==> config.mk <==
export PLATFORM = sky130hd
export DESIGN_NAME = prio_arbiter8
export DESIGN_NICKNAME = d
export VERILOG_FILES = /design/src/rtl/prio_arbiter8.sv
export SDC_FILE = /design/constraint.sdc
export NUM_CORES = 1
export LEC_CHECK = 0
export CAP_MARGIN = 30
export CORE_AREA = 8 8 70 72
export DETAILED_ROUTE_END_ITERATION = 7
export DIE_AREA = 0 0 78 80
export PLACE_DENSITY = 0.77
export REMOVE_ABC_BUFFERS = 1
export SLEW_MARGIN = 20
export SYNTH_ARGS = -nofsm -noshare
export SYNTH_HDL_FRONTEND = slang
export SYNTH_SLANG_ARGS = --single-unit
==> constraint.sdc <==
create_clock -name clk -period 3.9 [get_ports clk]
set_input_delay 0.78 -clock clk [delete_from_list [all_inputs] [get_ports clk]]
set_output_delay 0.78 -clock clk [all_outputs]
set_load 0.01 [all_outputs]
==> src/rtl/prio_arbiter8.sv <==
// Eight-way arbiter with a registered one-hot grant that is held until the owner
// releases. Fixed-priority or round-robin choice, with an optional hold-time pre-emption.
module prio_arbiter8 #(
    parameter int MAX_HOLD = 16
) (
    input  logic       clk,
    input  logic       rst_n,
    input  logic [7:0] req,
    input  logic       rr_mode,
    output logic [7:0] gnt,
    output logic [2:0] gnt_id,
    output logic       gnt_valid
);

    localparam int HW = (MAX_HOLD < 1) ? 1 : $clog2(MAX_HOLD + 1);
    localparam logic [HW-1:0] HOLD_MAX = HW'(MAX_HOLD);
    localparam logic [HW-1:0] HOLD_ONE = HW'(1);
    localparam bit PREEMPT_EN = (MAX_HOLD != 0);

    typedef enum logic {
        IDLE  = 1'b0,
        GRANT = 1'b1
    } state_t;

    state_t          state_q, state_d;
    logic [7:0]      gnt_q, gnt_d;
    logic [2:0]      id_q, id_d;
    logic [2:0]      last_q, last_d;
    logic            valid_q, valid_d;
    logic [HW-1:0]   hold_q, hold_d;

    logic [2:0]      fixed_w;
    logic [2:0]      rr_w;
    logic [2:0]      win;
    logic            owner_req;
    logic            contended;
    logic            hold_full;
    logic            drop_grant;

    // Highest set index wins; the zero-request case is never consumed.
    function automatic logic [2:0] pick_fixed(input logic [7:0] r);
        logic [2:0] w;
        w = 3'd0;
        for (int i = 0; i < 8; i++) begin
            if (r[i]) w = 3'(i);
        end
        return w;
    endfunction

    // First set index scanning upward from last+1, wrapping modulo 8.
    function automatic logic [2:0] pick_rr(input logic [7:0] r, input logic [2:0] last);
        logic [2:0] w;
        logic [2:0] idx;
        logic       found;
        w     = 3'd0;
        found = 1'b0;
        for (int i = 1; i <= 8; i++) begin
            idx = last + 3'(i);
            if (!found && r[idx]) begin
                w     = idx;
                found = 1'b1;
            end
        end
        return w;
    endfunction

    always_comb begin
        fixed_w    = pick_fixed(req);
        rr_w       = pick_rr(req, last_q);
        win        = rr_mode ? rr_w : fixed_w;
        owner_req  = |(req & gnt_q);
        contended  = |(req & ~gnt_q);
        hold_full  = PREEMPT_EN && (hold_q == HOLD_MAX);
        drop_grant = !owner_req || (hold_full && contended);
    end

    always_comb begin
        state_d = state_q;
        gnt_d   = gnt_q;
        id_d    = id_q;
        last_d  = last_q;
        valid_d = valid_q;
        hold_d  = hold_q;
        case (state_q)
            IDLE: begin
                if (|req) begin
                    gnt_d   = 8'b1 << win;
                    id_d    = win;
                    last_d  = win;
                    valid_d = 1'b1;
                    hold_d  = HOLD_ONE;
                    state_d = GRANT;
                end
            end
            GRANT: begin
                // id_q stays at the last winner while idle.
                if (drop_grant) begin
                    gnt_d   = 8'd0;
                    valid_d = 1'b0;
                    hold_d  = '0;
                    state_d = IDLE;
                end else if (PREEMPT_EN && (hold_q != HOLD_MAX)) begin
                    hold_d = hold_q + HOLD_ONE;
                end
            end
            default: begin
                state_d = IDLE;
            end
        endcase
    end

    always_ff @(posedge clk) begin
        if (!rst_n) begin
            state_q <= IDLE;
            gnt_q   <= 8'd0;
            id_q    <= 3'd0;
            last_q  <= 3'd7;
            valid_q <= 1'b0;
            hold_q  <= '0;
        end else begin
            state_q <= state_d;
            gnt_q   <= gnt_d;
            id_q    <= id_d;
            last_q  <= last_d;
            valid_q <= valid_d;
            hold_q  <= hold_d;
        end
    end

    assign gnt       = gnt_q;
    assign gnt_id    = id_q;
    assign gnt_valid = valid_q;

endmodule

==> metrics list <==
* Status: complete, no violations
- The count of buffers added on input and output ports is 22.
- Share of the clock period used by the worst path after layout: a little over four fifths
- The min-delay analysis places its worst path in the category flop to flop.
- Hold_buf cts: 0
* Static leakage: 0.8987 nW
- The count of pins over their slew limit came to 0.
- In this run the vertical extent of the chip is about 80 µm.
* Number of distinct library cells after synthesis: between 50 and 60
- After floorplanning, the core was sized to cover just under 0.004 mm².
- Root Buffer: clkbuf_8
- Worst Setup Path Type: input pin to flop
- DRC viols: 0
* H-tree level count: 1
- Worst Path Required: between 4 and 5 ns
- Subtracting the final worst setup slack from the clock period gives 3.279 ns.
- Entering global routing, the biggest net connects 34 pins.
- Layout cell share with drive strength beyond 1: 13.94%
* Total Power Consumption: ~950 µW
* Most area-hungry cell type in the Yosys netlist: dfxtp_1
- Setup TNS Final: 0 ns
* Initial antenna violation count: 0
* Number of vias in the routed layout: approximately 1900
* Post-cts gate resize count: 0
- In this run the register-to-register setup slack is between 0.8 and 0.9 ns.
* Yosys top cell area share: about 21%
- In the synthesized netlist the async set-or-reset flop fraction comes to 0%.
- Critical Path Fanout Max: 12
- Measured along the x axis, the die boundary spans just under 80 µm.
- Total iterations of the first detailed-routing run: 4
- The clock reaches the later pin of the worst-skew pair after roughly 0.26 ns.
- Top post-synthesis cells by area: dfxtp_1, mux2i_1, mux4_2
- EDFF count, synth: 0
* Global-route wire length before repair: around 9 mm
* Worst Tran Pin Value: 0.6792 ns
- The mapped netlist covers 0.002033 mm².
- Worst setup SP type: input pin
- Grt ovf: 0
* Pwr Density: a little over 400 mW/mm²
* Routed via count divided by cell count: around 6.5
- Post-Route Skew: about 0.0036 ns
* Count of warnings emitted by yosys: 0
- Across the run, the number of max-cap violations was 0.
* Site row count: 23
* Initial DRC Count: ~130
- Initial cell density of the core: 52.73%
- Global routing used roughly 18% of the available tracks.
- Counting flops and latches in the post-synthesis netlist gives 21.
* TritonCTS clock tree: yes
* Delay of the slowest critical-path stage: about 0.66 ns
- Max VDD drop: about 0.00028 V
* Mean instance size in the synthesized netlist: between 8 and 9 µm²
- 0 antenna diodes ended up in the layout.
- After detailed placement, the design holds a cell count of 297.
- Number of cell instances on the worst register-to-register path: 11
- The worst setup path is captured at a flop.
* Post-CTS setup-driven buffer insertion count: 0
- Clock tree synthesis inserted a total of 3 buffers.
- Of the synthesized area, sequential elements account for approximately a fifth.
- Cell with the most instances after synthesis: dfxtp_1
- The worst register-to-register path begins at last_q[1].
- Dividing the detail-routed wire length by the instance count gives around 18 µm.
* Endpoint arrival time on the critical path: 3.43 ns
- Standard cell area after detailed placement: 0.002257 mm²
* Global placer's final weighted congestion: roughly 0.93
* Post-placement worst setup slack: between 0.4 and 0.5 ns
* Core Util, Final: between 50% and 60%
- The via count of the first global-routing pass came to about 1800.
* Max Clock Freq: 305.0 MHz
* Layout overhead on the synthesized area: 13.29%
- The cell count after synthesis came out at between 200 and 250.
- DP HPWL: approximately 4.1 mm
- Setup violations remaining at the end of the flow were counted as 0.
* Hold Crit Start: gnt_valid
- Die Footprint: between 0.006 and 0.007 mm²
- The slowest stage of the critical path belongs to the cell clkdlybuf4s50_1.
- Final routed wirelength across all metal layers: between 5 and 6 mm
- Critical register-to-register path endpoint: gnt[6]
- CTS sink count: 21
* Top cell types by occurrence after synthesis: dfxtp_1, mux2i_1, nand2_1, nor2_1, inv_1
- The path with the worst hold slack has its endpoint at gnt_valid.
* Maximum root-to-sink buffer count: 2
* Antenna Nets Post-Route: 0
- Post-layout worst setup margin: around 0.62 ns
- The worst pin sits at a relative slew slack of 54.66%.
* Critical path cell sequence: clkdlybuf4s50_1 > mux4_2 > mux2i_4 > o21ai_0 > a31oi_1 > o22ai_1 > a221o_2 > a32o_1
- RSZ-0062 raised after global routing: false
- 23 I/O pins were placed.
- Register clock-pin slew on the reported worst setup and hold paths: roughly 0.070 ns
- On the final layout, the worst hold slack is about 0.45 ns.
- Number of nets in the layout: between 200 and 300
* Number of standard cells in the layout, taps in and fillers out: around 300
* Main synth FF type: dfxtp_1
* Min-Delay Path Depth: 2
- Final Hold Viols: 0
- Finished Cell Area: 0.002303 mm²
## flip-flops by register name, indices dropped and copies added, names as in the netlist
register,flops
hold_q,5
gnt_id,3
state_q,1
gnt_valid,1
gnt,8
last_q,3
## layout make-up
| cell class | instances | area [µm²] |
|---|---|---|
| timing repair buffer | 28 | 265.3 |
| fill | 372 | 1553 |
| inverter | 17 | 63.81 |
| tap | 50 | 62.56 |
| clock buffer | 3 | 41.29 |
| multi-input combinational | 181 | 1445 |
| sequential | 21 | 420.4 |
| clock inverter | 1 | 5.005 |
## cell usage in the layout (no fill, tap or decap), types with 7 or more instances in the layout
| master | instances |
|---|---|
| a21oi_1 | 10 |
| a32o_1 | 8 |
| clkdlybuf4s50_1 | 22 |
| dfxtp_1 | 21 |
| inv_1 | 15 |
| mux2i_1 | 18 |
| mux4_2 | 7 |
| nand2_1 | 16 |
| nand3_1 | 7 |
| nor2_1 | 16 |
| o21ai_0 | 9 |
## cell families after synthesis
kind of cell / after synthesis / share of synthesized area (%)
buf+inv: 37 / 8.246
simple gates: 61 / 14.89
xor+xnor: 6 / 3.878
compound gates: 77 / 28.12
mux: 33 / 21.72
flops: 21 / 20.68
fa+ha+maj: 4 / 2.462
## critical path, delay by kind of cell
kind	cells	cell delay, ns
mux	2	0.82
buf+inv	1	0.66
compound gates	5	1.16
## worst max path at each step
stage	startpoint	endpoint	slack, ns	cells after the start
6_report	req[6]	gnt[6]	0.62	8
5_1_grt	req[6]	gnt[0]	0.50	9
2_1_floorplan	last_q[0]	gnt[6]	0.23	9
3_3_place_gp	req[6]	gnt[7]	0.43	8
3_5_place_dp	req[4]	gnt[6]	0.42	8
4_1_cts	req[4]	gnt[6]	0.67	8
## power by group
group	internal (mW)	leakage (nW)	switching [mW]	total (mW)
combinational	0.244	0.701	0.308	0.552
clock	0.0710	0.0255	0.0671	0.138
sequential	0.236	0.172	0.0253	0.261
total	0.551	0.899	0.401	0.951
## layer usage
layer	up-vias	share of wire, %	track usage [%]
met2	75	49	29.74
met4	0	1.2	5.185
met5	-	0	0
li1	937	-	-
met3	7	6.1	3.266
met1	930	44	22.05
Note: power is estimated with default switching activity, not from simulation.
